`config.mk`:
```
export PLATFORM = sky130hd
export DESIGN_NAME = issue_sequencer
export DESIGN_NICKNAME = d
export VERILOG_FILES = /design/src/rtl/issue_sequencer.sv
export SDC_FILE = /design/constraint.sdc
export NUM_CORES = 1
export LEC_CHECK = 0
export CELL_PAD_IN_SITES_DETAIL_PLACEMENT = 1
export CELL_PAD_IN_SITES_GLOBAL_PLACEMENT = 1
export CORE_AREA = 2 2 85 119
export DETAILED_ROUTE_END_ITERATION = 8
export DIE_AREA = 0 0 87 121
export GPL_TIMING_DRIVEN = 0
export PLACE_DENSITY_LB_ADDON = 0.2
export SYNTH_ARGS = -nofsm -noshare
export SYNTH_HDL_FRONTEND = slang
export SYNTH_SLANG_ARGS = --single-unit
```
`constraint.sdc`:
```
create_clock -name clk -period 5.2 [get_ports clk]
set_clock_uncertainty 0.2 [all_clocks]
set_input_delay 0.78 -clock clk [delete_from_list [all_inputs] [get_ports clk]]
set_output_delay 0.78 -clock clk [all_outputs]
set_load 0.05 [all_outputs]
```
`src/rtl/issue_sequencer.sv`:
```
// In-order instruction issue sequencer: a small FIFO feeding an IDLE/EXEC/WB
// FSM that holds each instruction for a fixed number of cycles before write-back.
module issue_sequencer #(
   parameter int ins_width = 18,
   parameter int depth     = 4,
   parameter int hold      = 2,
   parameter int cnt_width = 16
) (
   input  logic                 clk,
   input  logic                 rst,
   input  logic [ins_width-1:0] in_ins,
   input  logic                 in_valid,
   output logic                 in_ready,
   input  logic                 flush,
   output logic [ins_width-1:0] ins,
   output logic                 ins_we,
   output logic                 busy,
   output logic [cnt_width-1:0] retired
);

   localparam int PW = (depth > 1) ? $clog2(depth) : 1;
   localparam int HW = (hold > 1) ? $clog2(hold) : 1;

   typedef enum logic [1:0] {IDLE, EXEC, WB} state_t;

   logic [ins_width-1:0] mem_q [depth];
   logic [PW-1:0]        wr_ptr_q, wr_ptr_d;
   logic [PW-1:0]        rd_ptr_q, rd_ptr_d;
   logic [PW:0]          count_q, count_d;
   state_t               state_q, state_d;
   logic [HW-1:0]        hold_cnt_q, hold_cnt_d;
   logic [ins_width-1:0] ins_q, ins_d;
   logic                 ins_we_q, ins_we_d;
   logic [cnt_width-1:0] retired_q, retired_d;
   logic                 full, empty, push, pop;

   assign full     = (count_q == (PW+1)'(depth));
   assign empty    = (count_q == '0);
   assign in_ready = !full && !rst;
   assign push     = in_valid && in_ready && !flush;

   assign ins     = ins_q;
   assign ins_we  = ins_we_q;
   assign busy    = (state_q != IDLE);
   assign retired = retired_q;

   // Sequencing uses only occupancy, never the opcode bits.
   always_comb begin
      state_d    = state_q;
      hold_cnt_d = hold_cnt_q;
      ins_d      = ins_q;
      retired_d  = retired_q;
      pop        = 1'b0;
      case (state_q)
         IDLE: begin
            if (!empty) begin
               pop        = 1'b1;
               ins_d      = mem_q[rd_ptr_q];
               hold_cnt_d = '0;
               state_d    = EXEC;
            end
         end
         EXEC: begin
            if (hold_cnt_q == HW'(hold - 1)) begin
               state_d = WB;
            end else begin
               hold_cnt_d = hold_cnt_q + 1'b1;
            end
         end
         WB: begin
            retired_d = retired_q + 1'b1;
            if (!empty) begin
               pop        = 1'b1;
               ins_d      = mem_q[rd_ptr_q];
               hold_cnt_d = '0;
               state_d    = EXEC;
            end else begin
               state_d = IDLE;
            end
         end
         default: state_d = IDLE;
      endcase
      // Flush discards the in-flight instruction: no pop, no count, ins kept.
      if (flush) begin
         state_d    = IDLE;
         pop        = 1'b0;
         ins_d      = ins_q;
         retired_d  = retired_q;
         hold_cnt_d = '0;
      end
      ins_we_d = (state_d == WB);
   end

   always_comb begin
      wr_ptr_d = wr_ptr_q + PW'(push);
      rd_ptr_d = rd_ptr_q + PW'(pop);
      count_d  = count_q + (PW+1)'(push) - (PW+1)'(pop);
      if (flush) begin
         wr_ptr_d = '0;
         rd_ptr_d = '0;
         count_d  = '0;
      end
   end

   always_ff @(posedge clk) begin
      if (push) begin
         mem_q[wr_ptr_q] <= in_ins;
      end
   end

   always_ff @(posedge clk) begin
      if (rst) begin
         wr_ptr_q   <= '0;
         rd_ptr_q   <= '0;
         count_q    <= '0;
         state_q    <= IDLE;
         hold_cnt_q <= '0;
         ins_q      <= '0;
         ins_we_q   <= 1'b0;
         retired_q  <= '0;
      end else begin
         wr_ptr_q   <= wr_ptr_d;
         rd_ptr_q   <= rd_ptr_d;
         count_q    <= count_d;
         state_q    <= state_d;
         hold_cnt_q <= hold_cnt_d;
         ins_q      <= ins_d;
         ins_we_q   <= ins_we_d;
         retired_q  <= retired_d;
      end
   end

endmodule
```
# After elaboration in Yosys (flattened, before gate mapping)

Memory sizes are Yosys's and may differ from the RTL's. A register that Yosys moved wholly into a read port is not among the register bits.
Index checks and enable logic that the tools add are counted.

Register bits: 27
Memories: 1
Output and inout bits: 37
RAM bits: 72

Reductions and logical operators: 15
Mux-type cells: 13
Add/subtract/negate cells: 6
Bitwise gates (word level): 2
Equal/unequal tests: 5

Memory list:

| memory | words | bits a word | rd ports | clocked after memory_dff | write ports | line | text |
|---|---|---|---|---|---|---|---|
| mem_q  | 4     | 18          | 1        | 1                        | 1           | 26   | `logic [ins_width-1:0] mem_q [depth];` |

Operator list:

| operator                                                               | number |
|---|---|
| 16-bit by 1-bit adder with 16-bit output (second input constant)       | 1 |
| 1-bit 2-to-1 mux                                                       | 8 |
| 2-bit 2-to-1 mux                                                       | 3 |
| 2-bit case mux with 3 select lines                                     | 1 |
| 2-bit by 1-bit adder with 2-bit output                                 | 2 |
| 2-bit equality test (second input constant)                            | 2 |
| 2-bit AND reduction                                                    | 2 |
| 2-bit nonzero test                                                     | 2 |
| 2-bit OR reduction                                                     | 2 |
| 3-bit by 1-bit adder with 3-bit output                                 | 1 |
| 3-bit equality test (second input constant)                            | 1 |
| 1-bit logical AND                                                      | 3 |
| 1-bit logical NOT                                                      | 3 |
| 3-bit logical NOT                                                      | 1 |
| 3-bit AND reduction                                                    | 1 |
| 3-bit by 1-bit subtractor with 3-bit output                            | 1 |
| 2-bit by 1-bit equality test with 1-bit output (second input constant) | 1 |
| 2-bit logical NOT                                                      | 1 |
| 2-bit != test (second input constant)                                  | 1 |
| 1-bit inverter                                                         | 2 |
| 1-bit case mux with 2 select lines                                     | 1 |
| 1-bit adder (second input constant)                                    | 1 |

# Logic depth before layout (Yosys ltp)

Depth after elaboration: 7
Depth in mapped cells: 10
Mapped depth without buffers: 9

# Worst setup path after synthesis

Ideal clock, no wire load.

Path type: input-to-reg
Start point: in rst
End point: mem mem_q[1][0], enable pin
Data required time: 4.580 ns
Path slack: 1.775 ns
Buffers on the path: 1
Data arrival time: 2.805 ns
Stages: 4
Cells stage by stage: clkbuf_1 -> nor2_1 -> nand3_1 -> nor3b_1

Cells in the longest elaborated chain, start to end: 6

RTL lines:

| what                                   | line | text |
|---|---|---|
| start: declaration                     | 10   | `input logic rst,` |
| 1-bit logical NOT                      | 39   | `assign in_ready = !full && !rst;` |
| 1-bit logical AND                      | 39   |  |
| 1-bit logical AND (2 in a row)         | 40   | `assign push = in_valid && in_ready && !flush;` |
| 1-bit 2-to-1 mux                       | 106  | `if (push) begin` |
| 1-bit 2-to-1 mux (implied by the code) | 107  | `mem_q[wr_ptr_q] <= in_ins;` |
| end: declaration                       | 26   |  |

No other way between the ends.

# Final worst setup path

Start point: in rst
End point: out in_ready

Cells in the longest elaborated chain, start to end: 2

RTL lines:

| what              | line | text |
|---|---|---|
| 1-bit logical NOT | 39   |  |
| 1-bit logical AND | 39   |  |
| end: declaration  | 13   | `output logic in_ready,` |

No other way between the ends.

==> results_dict.tcl <==
set metrics [dict create \
    ant_nets 0 \
    hold-path-cell-count 2 \
    via_count 2825 \
    r2r-end "count_q[2]" \
    final.min_clock_period_ns 3.92 \
    yosysUniqueCellTypes 35 \
    antenna_cells_inserted 0 \
    finalInstanceArea_mm2 0.00577 \
    cts_hold_repair.buffers 0 \
    startpoint_type "input port" \
    layout-drive-gt1-share 0.157 \
    fillers 891 \
    cts_made_buffers 17 \
    worstSetupEndpointType "output port" \
    pwr-share-comb 0.046 \
    timing.reg2reg.worst_path_depth 10 \
    clock_tree_from_tritoncts "built" \
    p_sw_frac 0.225 \
    internal_power_w 0.00170 \
    final-hold-violation-count 0 \
    report.final.setup_viol 0 \
    die_w_um 87 \
    htreeDepth 4 \
    worstHoldEndpoint "ins[12]" \
    asyncSetResetFlopFracSynth 0 \
    clk_transition_reported_paths_ns 0.05 \
    rsz0062_at_grt "false" \
    grt_max_degree 19 \
    nNetsFinal 420 \
    avgSynthCellArea_um2 14.1 \
    max-clock-path-buffers 2 \
    die_area_mm2 0.0105 \
    critical_path_start_end_classification "in -> out" \
    worstPathMaxFanout 10 \
    total_power_w 0.00219 \
    cts.sinks 117 \
    detail_route.first_pass.iterations 4 \
    dp_hpwl_mm 6.37 \
    timing.setup.tns_ns 0 \
    synthesis.nets 339 \
    ctsResizeCount 0 \
    area_growth_syn_to_layout_pct 30.3 \
    rr_startpoint "count_q[2]" \
    critPathRequiredTime_ns 4.22 \
    first_pass_grt_wire_length_mm 15.7 \
    synth.yosys.seq_area_share 0.692 \
    timing.reg2reg.setup_slack_ns 2.00 \
    maxCapViolCount 0 \
    postSynthCellCount 313 \
    timing.slew.headroom 0.326 \
    grt_use_total 0.205 \
    cellLeakagePower_nw 1.87 \
    row_count 42 \
    synth_ff_type "sky130_fd_sc_hd__edfxtp_1" \
    core_region_area_mm2 0.00941 \
    power.switching_w 0.000493 \
    synth_area_mm2 0.00443 \
    grt_antenna_before_repair 0 \
    gp_congestion 0.839 \
    maxSlewViolCount 0 \
    clockPowerShare 0.496 \
    placement.io_buffers 58 \
    pwrdens_mw_per_mm2 380 \
    dpl_ws_ns 1.25 \
    status "completed" \
    initialDrtViolationCount 124 \
    worstHoldStart "ins[12]" \
    wirelength_mm 9.65 \
    period_share 0.754 \
    die_height_um 121 \
    first_global_vias 3023 \
    clock_latency_ns 0.41 \
    timing.hold.worst.class "reg -> reg" \
    post-route-drc-count 0 \
    sequentialPowerShare 0.458 \
    placedInstanceArea_mm2 0.00521 \
    floorplan.io_pins 59 \
    yosys_register_bits 117 \
    initial_cell_density_of_the_core 0.470 \
    peakVddDrop_mv 0.317 \
    total_setup_buffers_inserted_after_cts 0 \
    tightestPinTransition_ns 1.01 \
    setup_slack_ns 1.28 \
    warnings_synthesis 0 \
    clock.fmax_mhz 255 \
    grt.overflow.total 0 \
    clock-root-buffer "sky130_fd_sc_hd__clkbuf_16" \
    vias_per_inst 5.46 \
    synth_enable_flop_cells 72 \
    detail_route.wl_per_cell_um 18.7 \
    crit_arrival_ns 2.94 \
]
==> critical path: stages <==
cell and delay [ns]:
sky130_fd_sc_hd__clkdlybuf4s50_1 0.47, sky130_fd_sc_hd__clkbuf_1 0.40, sky130_fd_sc_hd__clkbuf_1 0.49, sky130_fd_sc_hd__a21oi_1 0.08, sky130_fd_sc_hd__clkdlybuf4s50_1 0.73
==> per-stage QoR <==
stage | utilization | hold WS, ns | std cells
after floorplan | - | 0.250 | 313
after global placement | 0.547 | 0.246 | 481
after detailed placement | 0.554 | 0.252 | 485
after CTS | 0.613 | 0.264 | 517
after global routing | 0.613 | 0.279 | 517
final | 0.613 | 0.260 | 517
==> layout by cell type (no fill, tap or decap), drive strengths merged <==
cell / netlist / final
buf: 3 / 7
or3b: 1 / 1
edfxtp: 72 / 72
nor4b: 1 / 1
or2: 2 / 2
clkdlybuf4s50: 0 / 58
fa: 1 / 1
inv: 5 / 8
nor2: 22 / 22
xor2: 2 / 2
xnor2: 13 / 13
dfxtp: 45 / 45
and3: 2 / 2
nand2: 46 / 46
a31o: 1 / 1
clkbuf: 11 / 29
clkinv: 0 / 5
nor3b: 3 / 3
nand3: 3 / 3
or2b: 1 / 1
nor4: 3 / 3
o21ai: 4 / 4
or4b: 1 / 1
or3: 4 / 4
a21oi: 25 / 25
and2: 3 / 3
mux2i: 1 / 1
bufinv: 0 / 1
nor3: 8 / 8
mux4: 18 / 18
ha: 3 / 3
nor2b: 1 / 1
nand4bb: 1 / 1
and4: 1 / 1
nand4: 5 / 5
mux2: 1 / 1
clkinvlp: 0 / 5
==> layer usage <==
layer | vias up | track usage | routed length (um)
li1 | 1315 | - | -
met1 | 1416 | 0.235 | 3900
met2 | 79 | 0.350 | 5270
met3 | 15 | 0.0701 | 334
met4 | 0 | 0.0742 | 150
met5 | - | 0 | 0
==> power groups by stage <==
stage	Sequential (W)	Combinational, W	Clock, W
global placement	0.00102	0.0000969	0
detailed placement	0.00102	0.000102	0
CTS	0.00100	0.000103	0.00111
finish	0.00100	0.000101	0.00109
floorplan	0.00104	0.0000391	0
global route	0.00100	0.000110	0.00115
==> cells by family (layout without fill, tap and decap cells) <==
family / Yosys count / count (layout) / share of synthesized area
AOI/OAI and AO/OA: 30 / 30 / 0.0348
xor gates and xnor gates: 15 / 15 / 0.0297
adders and majority gates: 4 / 4 / 0.0130
buffers and inverters: 19 / 113 / 0.0164
DFF: 117 / 117 / 0.692
muxes: 20 / 20 / 0.0964
and+or+nand+nor: 108 / 108 / 0.118
==> synth_stat cells (2+ instances only) <==
library cell,n,area (um^2)
sky130_fd_sc_hd__a21oi_1,25,125
sky130_fd_sc_hd__nor3b_1,3,22.5
sky130_fd_sc_hd__xor2_1,2,17.5
sky130_fd_sc_hd__ha_1,3,37.5
sky130_fd_sc_hd__and3_1,2,12.5
sky130_fd_sc_hd__and2_1,3,18.8
sky130_fd_sc_hd__o21ai_0,4,20.0
sky130_fd_sc_hd__dfxtp_1,45,901
sky130_fd_sc_hd__nand2_1,46,173
sky130_fd_sc_hd__nor4_1,3,18.8
sky130_fd_sc_hd__or2_2,2,12.5
sky130_fd_sc_hd__nand3_1,3,15.0
sky130_fd_sc_hd__nor3_1,8,40.0
sky130_fd_sc_hd__buf_1,2,7.51
sky130_fd_sc_hd__xnor2_1,13,114
sky130_fd_sc_hd__or3_1,3,18.8
sky130_fd_sc_hd__inv_1,5,18.8
sky130_fd_sc_hd__nor2_1,22,82.6
sky130_fd_sc_hd__nand4_1,5,31.3
sky130_fd_sc_hd__clkbuf_1,11,41.3
sky130_fd_sc_hd__edfxtp_1,72,2160
sky130_fd_sc_hd__mux4_2,18,405
==> registers in the layout (all words and copies together) (netlist names) <==
signal and count:
count_q 3, hold_cnt_q 1, ins 18, ins_we 1, mem_q 72, rd_ptr_q 2, retired 16, state_q 2
wr_ptr_q 2
==> cell type report <==
type | instances | area (um^2) | area share
tap | 110 | 138 | 0.0239
sequential | 117 | 3060 | 0.531
inverter | 5 | 18.8 | 0.00325
timing repair buffer | 62 | 629 | 0.109
buffer | 14 | 53.8 | 0.00933
multi-input combinational | 177 | 1310 | 0.226
clock buffer | 18 | 429 | 0.0744
clock inverter | 14 | 130 | 0.0226
==> worst max path at each step <==
stage | from | endpoint | slack (ns) | cells past startpoint
floorplan | rst | mem_q[1][0] | 1.78 | 4
global placement | rst | mem_q[1][7] | 0.03 | 5
detailed placement | rst | in_ready | 1.25 | 5
CTS | rst | in_ready | 1.22 | 5
global route | rst | in_ready | 1.14 | 5
finish | rst | in_ready | 1.28 | 5
No activity file was read; power rests on OpenSTA's default activity.
==> patch 1: new RTL, same settings <==
The parameter `cnt_width` goes from 16 to 32.
--- a/src/rtl/issue_sequencer.sv
+++ b/src/rtl/issue_sequencer.sv
@@ -6,3 +6,3 @@
    parameter int hold      = 2,
-   parameter int cnt_width = 16
+   parameter int cnt_width = 32
 ) (
Ports: changed (resized retired); port bits go from 59 to 75. The function was not compared with the original's and may differ.
==> patch 1 against the original RTL <==
Wire length grew 81%; via count increased by 46%; sequential cell count is 16 higher; count of clock-buffer cells in the layout unchanged; register-to-register slack lost 0.39 ns; non-clock buffer count grew 25; worst setup slack worse by 0.16 ns; total power grew 16%; first-iteration DRC count grew to 2.9 times the old value; design area increased by 19%; combinational power is 14% higher; clock power is 19% higher; area after synthesis rose by 19%; critical path type unchanged.
==> patch 1: results (changes against the original RTL) <==
Layout
  • Layout Nets: 535 (+27%)
  • Non-Filler Instances: 632 (+22%)
  • Inserted Diodes: 0 (unchanged)
  • Number of flip-flops in the largest register: 72 (unchanged)
  • Share of cells above drive strength 1: 0.119 (-0.0385)
  • Most flops, register: mem_q
  • Filler instances: 863 (-3.1%)

Place
  • Placed cells: 600 (+24%)
  • Dpl ws: 1.21 ns (-0.0361 ns)
  • Dpl hpwl: 9420 um (+48%)
  • Port bufs: 73 (+26%)
  • Area after DPL: 6210 um2 (+19%)
  • Final estimated routing congestion in global placement: 0.887 (+5.7%)

Synthesis
  • Post-synth EDFFs: 72 (unchanged)
  • Warnings, synthesis: 0 (unchanged)
  • Syn Nets: 440 (+30%)
  • Top cells by count, synth: edfxtp_1 (72), dfxtp_1 (61), nand2_1 (50)
  • Ranking of synthesized cells by area: edfxtp_1 (41%), dfxtp_1 (23%), mux4_2 (7.7%)
  • Register area share after synthesis: 0.641 (-0.0510)
  • Yosys cell types: 34 (-2.9%)
  • Post-synth ARST share: 0 (unchanged)
  • Mapped Cells: 414 (+32%)

Clock tree
  • TritonCTS buffer count: 17 (unchanged)
  • Max Root-Sink Buffers: 2 (unchanged)
  • # resized after CTS: 0 (unchanged)
  • Clk slew on worst S/H paths: 0.06 ns
  • CTS H-tree depth: 4 (unchanged)
  • Root buffer cell: clkbuf_16
  • Post-CTS Repair Setup Buffers: 0 (unchanged)
  • Clk Latency, worst-skew pair: 0.41 ns (about the same)

Flow run
  • Max-Cap Viols: 0 (unchanged)

Drt
  • Drt pass-1 iters: 4 (unchanged)
  • DRT iter0 DRCs: 361 (+190%)
  • Routed WL: 17500 um (+81%)
  • Via count: 4128 (+46%)

Timing
  • Worst Tran Pin Value: 1.07 ns (+0.0602 ns)
  • Min cycle time layout: 4.08 ns (+0.155 ns)
  • Fin Hold WS: 0.284 ns (+0.0234 ns)

GRT
  • Largest net degree at the start of global routing: 19 (unchanged)
  • Initial antenna violation count: 0 (unchanged)
  • GRT Util Overall: 0.356 (+0.151)
  • Vias in the first global route: 4550 (+51%)
  • First-pass GRT wire length: 27000 um (+72%)

Hold path
  • Worst hold-check path type: reg2reg

Worst setup path
  • Reg-to-reg slack, setup: 1.61 ns (-0.39 ns)
  • Worst path max stage delay: 0.74 ns
  • Crit-path max FO: 10 (unchanged)
  • CP max stage cell: clkdlybuf4s50_1
  • CP Data Arrival Time: 3.10 ns (+0.16 ns)

Pwr
  • Maximum vdd drop: 0.428 mV (+35%)
  • Leakage: 2.15 nW (+15%)

Run status
  • Status: completed
[patch 1: routing by layer]
| metal | up-vias | routed length (um) | GRT usage |
|---|---|---|---|
| met4 | 0 | 620 | 0.183 |
| met1 | 2099 | 6460 | 0.409 |
| met5 | - | 0 | 0 |
| met2 | 224 | 9330 | 0.611 |
| li1 | 1752 | - | - |
| met3 | 53 | 1110 | 0.0803 |
[patch 1: worst paths after layout]
check | startpoint | endpoint | cells past startpoint
min reg2reg | ins[16]$_SDFFE_PP0P_ | ins[16]$_SDFFE_PP0P_ | 2
max | rst | in_ready | 5
max reg2reg | count_q[2]$_SDFF_PP0_ | count_q[2]$_SDFF_PP0_ | 10
min | ins[16]$_SDFFE_PP0P_ | ins[16]$_SDFFE_PP0P_ | 2
[patch 1: area by class of cell]
class | instances | area, um2 | area share
buffer | 25 | 111 | 0.0163
clock buffer | 18 | 429 | 0.0628
clock inverter | 14 | 200 | 0.0293
inverter | 6 | 22.5 | 0.00329
multi-input combinational | 250 | 1780 | 0.260
sequential | 133 | 3380 | 0.495
tap | 110 | 138 | 0.0201
timing repair buffer | 76 | 776 | 0.113
[patch 1: worst max-delay path, delay by kind of cell]
family	cells	cell delay, ns
buf+inv	4	2.20
compound gates	1	0.12
[patch 1: cells by family after synthesis]
family / count (synthesis) / share of synthesized area
and+or+nand+nor: 147 / 0.151
AOI/OAI and AO/OA: 65 / 0.0678
adders and majority gates: 4 / 0.0109
xor gates and xnor gates: 13 / 0.0216
buffers and inverters: 31 / 0.0254
DFF: 133 / 0.641
muxes: 21 / 0.0827
[patch 1: where the power goes]
part	internal [W]	switching [W]
registers	0.00112	0.00000837
clock network	0.000809	0.000490
logic	0.0000422	0.0000725
==> patch 2: new RTL, same settings <==
Without the edit above. Register the output `retired` once more, with the module's reset; this adds one clock of latency there. The other outputs are not delayed to match.
--- a/src/rtl/issue_sequencer.sv
+++ b/src/rtl/issue_sequencer.sv
@@ -44,3 +44,9 @@
    assign busy    = (state_q != IDLE);
-   assign retired = retired_q;
+   always_ff @(posedge clk) begin
+      if (rst) begin
+         retired <= '0;
+      end else begin
+         retired <= retired_q;
+      end
+   end
 
Check against the original RTL: not equivalent (a bounded check fails within 10 cycles, from zero or initial values and one cycle with rst high).
==> patch 2 against the original RTL <==
Clock power rose by 7%; register-to-register slack improved by 0.02 ns; wire length rose by 13%; sequential share of layout area rose by 1.2 points; total power rose by 9.4%; sequential cell count rose by 16; worst setup slack got worse by 0.0039 ns; design area rose by 8.0%; area after synthesis rose by 10%; worst hold slack improved by 0.0064 ns; count of clock-buffer cells in the layout fell by 1; largest power group unchanged; highest routed layer unchanged.
==> patch 2: results (changes against the original RTL) <==
Layout
  • Non-Filler Instances: 547 (+5.8%)
  • Inverter count: 4 (-1)
  • Share of cells above drive strength 1: 0.153 (-0.00393)
  • Filler instances: 870 (-2.4%)
  • ClkCell Share: 0.0930 (-0.00396)
  • Buffer share of cell area: 0.111 (-0.00775)
  • Sequential share of cell area: 0.543 (+0.0122)
  • Top cell category: sequential cells
  • Layout Nets: 450 (+7.1%)
  • Number of flip-flops in the largest register: 72 (unchanged)
  • Inserted Diodes: 0 (unchanged)
  • Buffers outside the clock class: 76 (unchanged)
  • Multi-input gate count: 192 (+8.5%)
  • Seq_cells: 133 (+14%)
  • Fraction of area in multi-input gates: 0.228 (+0.00215)

Clock tree
  • # resized after CTS: 0 (unchanged)
  • Clk slew on worst S/H paths: 0.06 ns
  • Root buffer cell: clkbuf_16
  • CTS H-tree depth: 4 (unchanged)
  • Clk Latency, worst-skew pair: 0.41 ns (about the same)

Synthesis
  • Syn Nets: 370 (+9.1%)
  • Mapped Cells: 344 (+9.9%)
  • Post-synthesis compound-gate area fraction: 0.0365 (+0.00169)
  • Yosys cell types: 38 (+8.6%)
  • Multiplexer share of the synthesized area: 0.0896 (-0.00678)
  • Ranking of synthesized cells by area: edfxtp_1 (44%), dfxtp_1 (25%), mux4_2 (8.3%)
  • Warnings, synthesis: 0 (unchanged)
  • XOR/XNOR Fraction of Synth Area: 0.0234 (-0.00632)
  • Post-synth EDFFs: 72 (unchanged)
  • Register area share after synthesis: 0.694 (+0.00229)
  • Adder-cell area share of the yosys netlist: 0.0118 (-0.00119)
  • Top cells by count, synth: edfxtp_1 (72), dfxtp_1 (61), nand2_1 (43)

GRT
  • First-pass GRT wire length: 17200 um (+10%)
  • Vias in the first global route: 3335 (+10%)
  • GRT Util Overall: 0.227 (+0.0221)

Worst setup path
  • CP max stage cell: clkdlybuf4s50_1
  • Top delay family on crit path: buffers and inverters
  • CP Data Arrival Time: 2.95 ns (about the same)
  • Reg2Reg Depth: 10 (unchanged)
  • Worst path max stage delay: 0.73 ns (about the same)

Pwr
  • Maximum vdd drop: 0.326 mV (+2.5%)
  • Leakage: 2.08 nW (+12%)
  • Pwr Density: 385 nW/um2 (+1.3%)

Place
  • Dpl ws: 1.25 ns (-0.00364 ns)
  • Placed cells: 515 (+6.2%)
  • Dpl hpwl: 7420 um (+16%)
  • Port bufs: 57 (-1.7%)
  • Area after DPL: 5650 um2 (+8.5%)
  • Final estimated routing congestion in global placement: 0.749 (-11%)

Run status
  • Status: completed

Drt
  • Via count: 3077 (+8.9%)
  • DRT iter0 DRCs: 101 (-19%)
  • Routed WL: 11000 um (+13%)
  • Drt pass-1 iters: 4 (unchanged)

Hold path
  • Worst hold-check path type: reg2reg
  • Hold Path Stages: 2 (unchanged)

Timing
  • Worst Tran Pin Value: 1.00 ns (-0.00926 ns)
patch 2: changes by cell type after synthesis, moves of 3 or more:
| cell | delta |
|---|---|
| dfxtp_1 | +16 |
| clkbuf_1 | -3 |
| nand3_1 | +3 |
| nand2_1 | -3 |
| xnor2_1 | -4 |
| nor2_1 | -4 |
| nor2b_1 | +15 |
patch 2: where the power goes:
| part | internal (W) | switching (W) | total, W |
|---|---|---|---|
| Combinational | 0.0000415 | 0.0000635 | 0.000105 |
| Clock | 0.000708 | 0.000458 | 0.00117 |
| Sequential | 0.00112 | 0.00000666 | 0.00113 |
| Total | 0.00187 | 0.000528 | 0.00240 |
patch 2: cells by family after synthesis:
logic type | count (synthesis)
flip-flops | 133
XOR/XNOR | 13
buffers and inverters | 19
adder cells (fa/ha/maj) | 4
multiplexers | 21
AND/OR/NAND/NOR | 121
AO/OA/AOI/OAI | 33
patch 2: worst paths after layout:
path              slack (ns)                     to                  start
setup / recovery        1.27               in_ready                    rst
hold / removal          0.27    ins[4]$_SDFFE_PP0P_    ins[4]$_SDFFE_PP0P_
setup reg to reg        2.02  count_q[2]$_SDFF_PP0_  count_q[2]$_SDFF_PP0_
hold reg to reg         0.27    ins[4]$_SDFFE_PP0P_    ins[4]$_SDFFE_PP0P_
patch 2: worst min-delay path, stage by stage, from the launching register on:
cell	delay, ns
dfxtp_1	0.31
nand2_1	0.05
a21oi_1	0.06
patch 2: per-layer routing:
metal / vias to the layer above / global-route usage / wire length [um] / share of wire
li1: 1422 / - / - / -
met1: 1560 / 0.243 / 4020 / 0.37
met2: 77 / 0.430 / 6410 / 0.59
met3: 18 / 0.0476 / 378 / 0.035
met4: 0 / 0.0762 / 136 / 0.012
met5: - / 0 / 0 / 0
